## src/rtl/bcd_counter_display_mux.sv

```systemverilog
// bcd_counter_display_mux: divided-tick BCD up/down counter with muxed active-low 7-seg drive; define LEADING_ZERO_BLANK_EN to blank leading zeros
module bcd_counter_display_mux #(
  parameter int CLK_DIV = 50_000_000,
  parameter int DIGITS  = 4,
  parameter int MUX_DIV = 50_000
) (
  input  logic                  clk,
  input  logic                  rst,
  input  logic                  en,
  input  logic                  up_dn,
  input  logic                  load,
  input  logic [4*DIGITS-1:0]   load_val,
  output logic [4*DIGITS-1:0]   count,
  output logic                  tick,
  output logic                  carry,
  output logic [6:0]            display,
  output logic [DIGITS-1:0]     digit_sel
);
  localparam int PW = $clog2(CLK_DIV);
  localparam int MW = MUX_DIV > 1 ? $clog2(MUX_DIV) : 1;
  localparam int IW = DIGITS > 1 ? $clog2(DIGITS) : 1;
  logic [PW-1:0]       pre;
  logic [MW-1:0]       mux_cnt;
  logic [IW-1:0]       idx, idx_nxt;
  logic                upd, mux_end;
  logic [4*DIGITS-1:0] clamped, stepped;
  logic [3:0]          d, nib;
  logic                hit, ripple, lead, blank_sel;
  logic [DIGITS-1:0]   blank;

  function automatic logic [6:0] seg(input logic [3:0] v);
    case (v)
      4'd0: seg = 7'b1000000;
      4'd1: seg = 7'b1111001;
      4'd2: seg = 7'b0100100;
      4'd3: seg = 7'b0110000;
      4'd4: seg = 7'b0011001;
      4'd5: seg = 7'b0010010;
      4'd6: seg = 7'b0000010;
      4'd7: seg = 7'b1111000;
      4'd8: seg = 7'b0000000;
      4'd9: seg = 7'b0010000;
      default: seg = 7'b1111111;
    endcase
  endfunction

  assign upd     = pre == PW'(CLK_DIV - 1);
  assign mux_end = mux_cnt == MW'(MUX_DIV - 1);
  assign idx_nxt = mux_end ? (idx == IW'(DIGITS - 1) ? '0 : idx + 1'b1) : idx;

  always_comb begin
    clamped = '0;
    for (int i = 0; i < DIGITS; i++)
      clamped[4*i +: 4] = load_val[4*i +: 4] > 4'd9 ? 4'd9 : load_val[4*i +: 4];
  end

  // ripple stops at the first digit that does not wrap; ripple out of the top digit is the wrap
  always_comb begin
    stepped = count;
    ripple  = 1'b1;
    d       = '0;
    hit     = 1'b0;
    for (int i = 0; i < DIGITS; i++) begin
      d   = count[4*i +: 4];
      hit = up_dn ? d == 4'd9 : d == 4'd0;
      if (ripple) stepped[4*i +: 4] = hit ? (up_dn ? 4'd0 : 4'd9) : (up_dn ? d + 4'd1 : d - 4'd1);
      ripple = ripple & hit;
    end
  end

`ifdef LEADING_ZERO_BLANK_EN
  always_comb begin
    blank = '0;
    lead  = 1'b1;
    for (int k = DIGITS - 1; k > 0; k--) begin
      lead     = lead & (count[4*k +: 4] == 4'd0);
      blank[k] = lead;
    end
  end
`else
  assign blank = '0;
  assign lead  = 1'b0;
`endif

  always_comb begin
    nib       = '0;
    blank_sel = 1'b0;
    for (int i = 0; i < DIGITS; i++)
      if (idx_nxt == IW'(i)) begin
        nib       = count[4*i +: 4];
        blank_sel = blank[i];
      end
  end

  always_ff @(posedge clk or negedge rst)
    if (!rst) begin
      pre       <= '0;
      tick      <= 1'b0;
      carry     <= 1'b0;
      count     <= '0;
      mux_cnt   <= '0;
      idx       <= '0;
      digit_sel <= ~DIGITS'(1);
      display   <= 7'b1000000;
    end else begin
      pre       <= upd ? '0 : pre + 1'b1;
      tick      <= upd;
      count     <= load ? clamped : (upd && en) ? stepped : count;
      carry     <= !load && upd && en && ripple;
      mux_cnt   <= mux_end ? '0 : mux_cnt + 1'b1;
      idx       <= idx_nxt;
      digit_sel <= ~(DIGITS'(1) << idx_nxt);
      display   <= blank_sel ? 7'b1111111 : seg(nib);
    end
endmodule

```

## config.mk

```make
export PLATFORM = sky130hd
export DESIGN_NAME = bcd_counter_display_mux
export DESIGN_NICKNAME = d
export VERILOG_FILES = /design/src/rtl/bcd_counter_display_mux.sv
export SDC_FILE = /design/constraint.sdc
export NUM_CORES = 1
export LEC_CHECK = 0
export ABC_CLOCK_PERIOD_IN_PS = 4100
export CELL_PAD_IN_SITES_DETAIL_PLACEMENT = 0
export CELL_PAD_IN_SITES_GLOBAL_PLACEMENT = 1
export CORE_MARGIN = 5
export CORE_UTILIZATION = 30
export DETAILED_ROUTE_END_ITERATION = 8
export GPL_TIMING_DRIVEN = 0
export PLACE_DENSITY_LB_ADDON = 0.1
export SYNTH_ARGS = -nofsm -noshare
export SYNTH_HDL_FRONTEND = slang
export SYNTH_SLANG_ARGS = --single-unit
```

## constraint.sdc

```tcl
create_clock -name clk -period 4.1 [get_ports clk]
set_input_delay 0.615 -clock clk [delete_from_list [all_inputs] [get_ports clk]]
set_output_delay 0.615 -clock clk [all_outputs]
set_load 0.02 [all_outputs]
```

==> key figures, run 1 <==
Drt
  • Via/cell ratio: 4.85
  • Initial drt markers: between 150 and 200
  • # DRC: 0
  • Mean routed wirelength per cell: 14.9 um
  • Routed WL: 10.0 mm
  • Vias: 3,261
  • 1st-pass router iterations: 5
  • Antenna Nets Post-Route: 0

Logic synthesis
  • Seq/Total Area, Yosys: 44.1%
  • Yosys cell types: 56
  • Synth Area in Compound Gates: 13.4%
  • Post-Synth Simple-Gate Area: 21.5%
  • Ys Warns: 0
  • Xor and xnor fraction of the mapped netlist area: under 10%
  • Mux contribution to synthesized area: 2.50%
  • Post-synthesis adder-cell area fraction: 5.55%
  • Mapped Nets: around 460
  • Synth Register Bits: 73
  • Main flop type after synthesis: dfrtp_1
  • Main combinational cell family by area after synthesis: simple AND/OR/NAND/NOR gates
  • Post-Syn Area: around 4200 sq um
  • Mapped Cells: 427
  • Syn_area_per_cell: 9.72 sq um
  • Post-synth EDFFs: 0
  • Async set-or-reset flop fraction in the synthesized netlist: between 90% and 100%

Layout
  • # nets final: 525
  • Final instance area: 5270 sq um
  • Commonest non-fill, non-tap cell in the layout: dfrtp_1
  • Commonest cells after routing, fill and taps aside: dfrtp_1, clkdlybuf4s50_1, nor2_1, nand2_1, xor2_1
  • Ratio of cells with drive above 1 in the final layout: 8.52%
  • N_diodes: 0
  • Fill cells: 1,398
  • Layout area overhead: 27.0%

Floorplanning
  • Initial core utilization: 30.3%
  • Core Region: 13,700 sq um
  • Cell Rows: 43
  • Die area: 16,300 sq um
  • Height of the die: 128 um
  • I/O Pins: 50
  • Die width: between 100 and 150 um

Timing
  • Unrepaired setup endpoints after global routing: false
  • Fin crit period: roughly 3.5 ns
  • Setup TNS: 0 ns
  • Skew final: between 0.006 and 0.007 ns
  • Final Hold Fails: 0
  • Slew headroom: 42.6%
  • Slew of the pin with the lowest slew margin: 0.853 ns
  • Slew Limit Fails: 0
  • Fmax: 285 MHz
  • Final Cycle Share: 85.6%
  • Setup Viol. Count Final: 0

Run
  • Maxcap violations: 0

Clocking
  • CTS resizes: 0
  • Clock sinks: 73
  • # hold bufs at CTS: 0
  • Worst skew pair latency: 0.34 ns
  • Clock-pin slew of the registers on the worst-case setup and hold paths: 0.06 ns
  • CTS buffer count: 9
  • Post-CTS Setup Inserts: 0
  • Root Driver: clkbuf_16
  • # H-tree levels: 3
  • CTS tree: built
  • Max Buffers Root-to-Sink: 2

Placed design
  • Port Buffers: 49
  • DPL Wire Length: 7.49 mm
  • Placed cell area: just under 5000 sq um
  • RD Place Congestion: 0.765

Power
  • Maximum vdd drop: 0.198 mV
  • Power per cell area: about 390 nW/um^2
  • P_leak: ~2.3 nW

Critical path
  • Reg2reg path depth: 8
  • Crit path DAT: 3.77 ns
  • Critical Path RT: 4.36 ns
  • Flop-to-flop setup slack: roughly 1.0 ns
  • Setup CP Type: primary input to register
  • CP Max Fanout: 10
  • Crit start category: primary input
  • CP Capture Type: register
  • Worst r2r src: mux_cnt[7]
  • R2R Path End: display[0]

GRT
  • GRT overflow: 0
  • All-Layer GR Usage: between 10 and 15%
  • Vias in the first global route: about 3,500
  • Pin count of the biggest net entering global routing: 50
  • Initial antenna violation count: 0
  • First-pass GRT wire length: 17.4 mm

Worst hold path
  • Worst hold path class: primary input to asynchronous set/reset pin

Status
  • Status: complete, no violations
[sequential cells by signal, indices dropped and copies added, names as in the netlist]
signal	flops
pre	26
count	16
mux_cnt	16
display	7
digit_sel	4
idx	2
carry	1
tick	1
[per-stage QoR]
stage	setup slack [ns]	util (%)	hold WS [ns]	total power [W]	cells
after floorplan	1.35	-	0.319	0.000946	427
after global placement	-0.308	35.5	0.482	0.00107	656
after detailed placement	0.208	35.6	0.496	0.00108	657
after CTS	0.556	38.4	0.191	0.00210	673
after global routing	0.282	38.4	0.210	0.00216	673
final	0.589	38.4	0.187	0.00206	673
[worst max path at each step]
stage,start,end,slack [ns],depth (start not counted)
after global placement,rst,count[4],-0.31,1
after floorplan,mux_cnt[7],display[0],1.35,8
after detailed placement,up_dn,count[3],0.21,11
after global routing,up_dn,count[3],0.28,11
after CTS,up_dn,count[3],0.56,11
final,up_dn,count[3],0.59,11
[cells in the mapped netlist (8+ instances only)]
cell type | instances | area (sq um)
and3_1 | 10 | 62.6
nand3_1 | 28 | 140
xor2_1 | 29 | 254
nor2_1 | 46 | 173
dfrtp_1 | 69 | 1730
xnor2_1 | 17 | 149
inv_1 | 13 | 48.8
nand2_1 | 46 | 173
or3_1 | 9 | 56.3
nor3_1 | 8 | 40.0
o21ai_0 | 21 | 105
clkbuf_1 | 10 | 37.5
mux2i_1 | 9 | 90.1
a21oi_1 | 16 | 80.1
ha_1 | 12 | 150
[area by class of cell]
cell class / instances / area [sq um] / area share, %
Buffer: 15 / 80.1 / 1.52
Sequential cell: 73 / 1830 / 34.8
Clock buffer: 11 / 253 / 4.80
Inverter: 14 / 52.6 / 0.997
Multi-Input combinational cell: 325 / 2190 / 41.5
Tap cell: 180 / 225 / 4.27
Clock inverter: 5 / 125 / 2.37
Timing Repair Buffer: 50 / 515 / 9.78
[worst max-delay path: stages]
cell             delay, ns
clkdlybuf4s50_1       0.77
clkbuf_1              0.41
inv_1                 0.33
ha_1                  0.38
a21o_1                0.15
a21oi_1               0.30
or3_1                 0.17
a21oi_1               0.06
a221oi_1              0.28
mux2i_1               0.13
a21oi_1               0.17
[layer usage]
| metal | share of wire [%] | routed length, um | GRT usage [%] | up-vias |
|---|---|---|---|---|
| met5 | 0 | 0 | 0 | - |
| met3 | 3.2 | 323 | 2.93 | 20 |
| li1 | - | - | - | 1634 |
| met4 | 3.4 | 340 | 6.93 | 0 |
| met2 | 46 | 4640 | 20.7 | 50 |
| met1 | 47 | 4730 | 17.9 | 1557 |
[where the power goes]
group	total, W	internal (W)	switching (W)
Sequential	0.000776	0.000746	0.0000301
Clock	0.00100	0.000688	0.000312
Combinational	0.000286	0.000133	0.000153
Total	0.00206	0.00157	0.000495
[cells by family after synthesis]
group           after synthesis
mux                          10
flops                        73
xor+xnor                     46
compound gates               78
simple gates                175
fa+ha+maj                    16
buf+inv                      29
Note: power is estimated with default switching activity, not from simulation.
==> inputs of run 2 (changes only) <==
--- a/config.mk
+++ b/config.mk
@@ -10,6 +10,7 @@
 export CELL_PAD_IN_SITES_GLOBAL_PLACEMENT = 1
 export CORE_MARGIN = 5
 export CORE_UTILIZATION = 30
+export CTS_CLUSTER_DIAMETER = 120
 export DETAILED_ROUTE_END_ITERATION = 8
 export GPL_TIMING_DRIVEN = 0
 export PLACE_DENSITY_LB_ADDON = 0.1
==> results of run 2 <==
No change in the layout: final DEF, timing and power equal those of run 1.
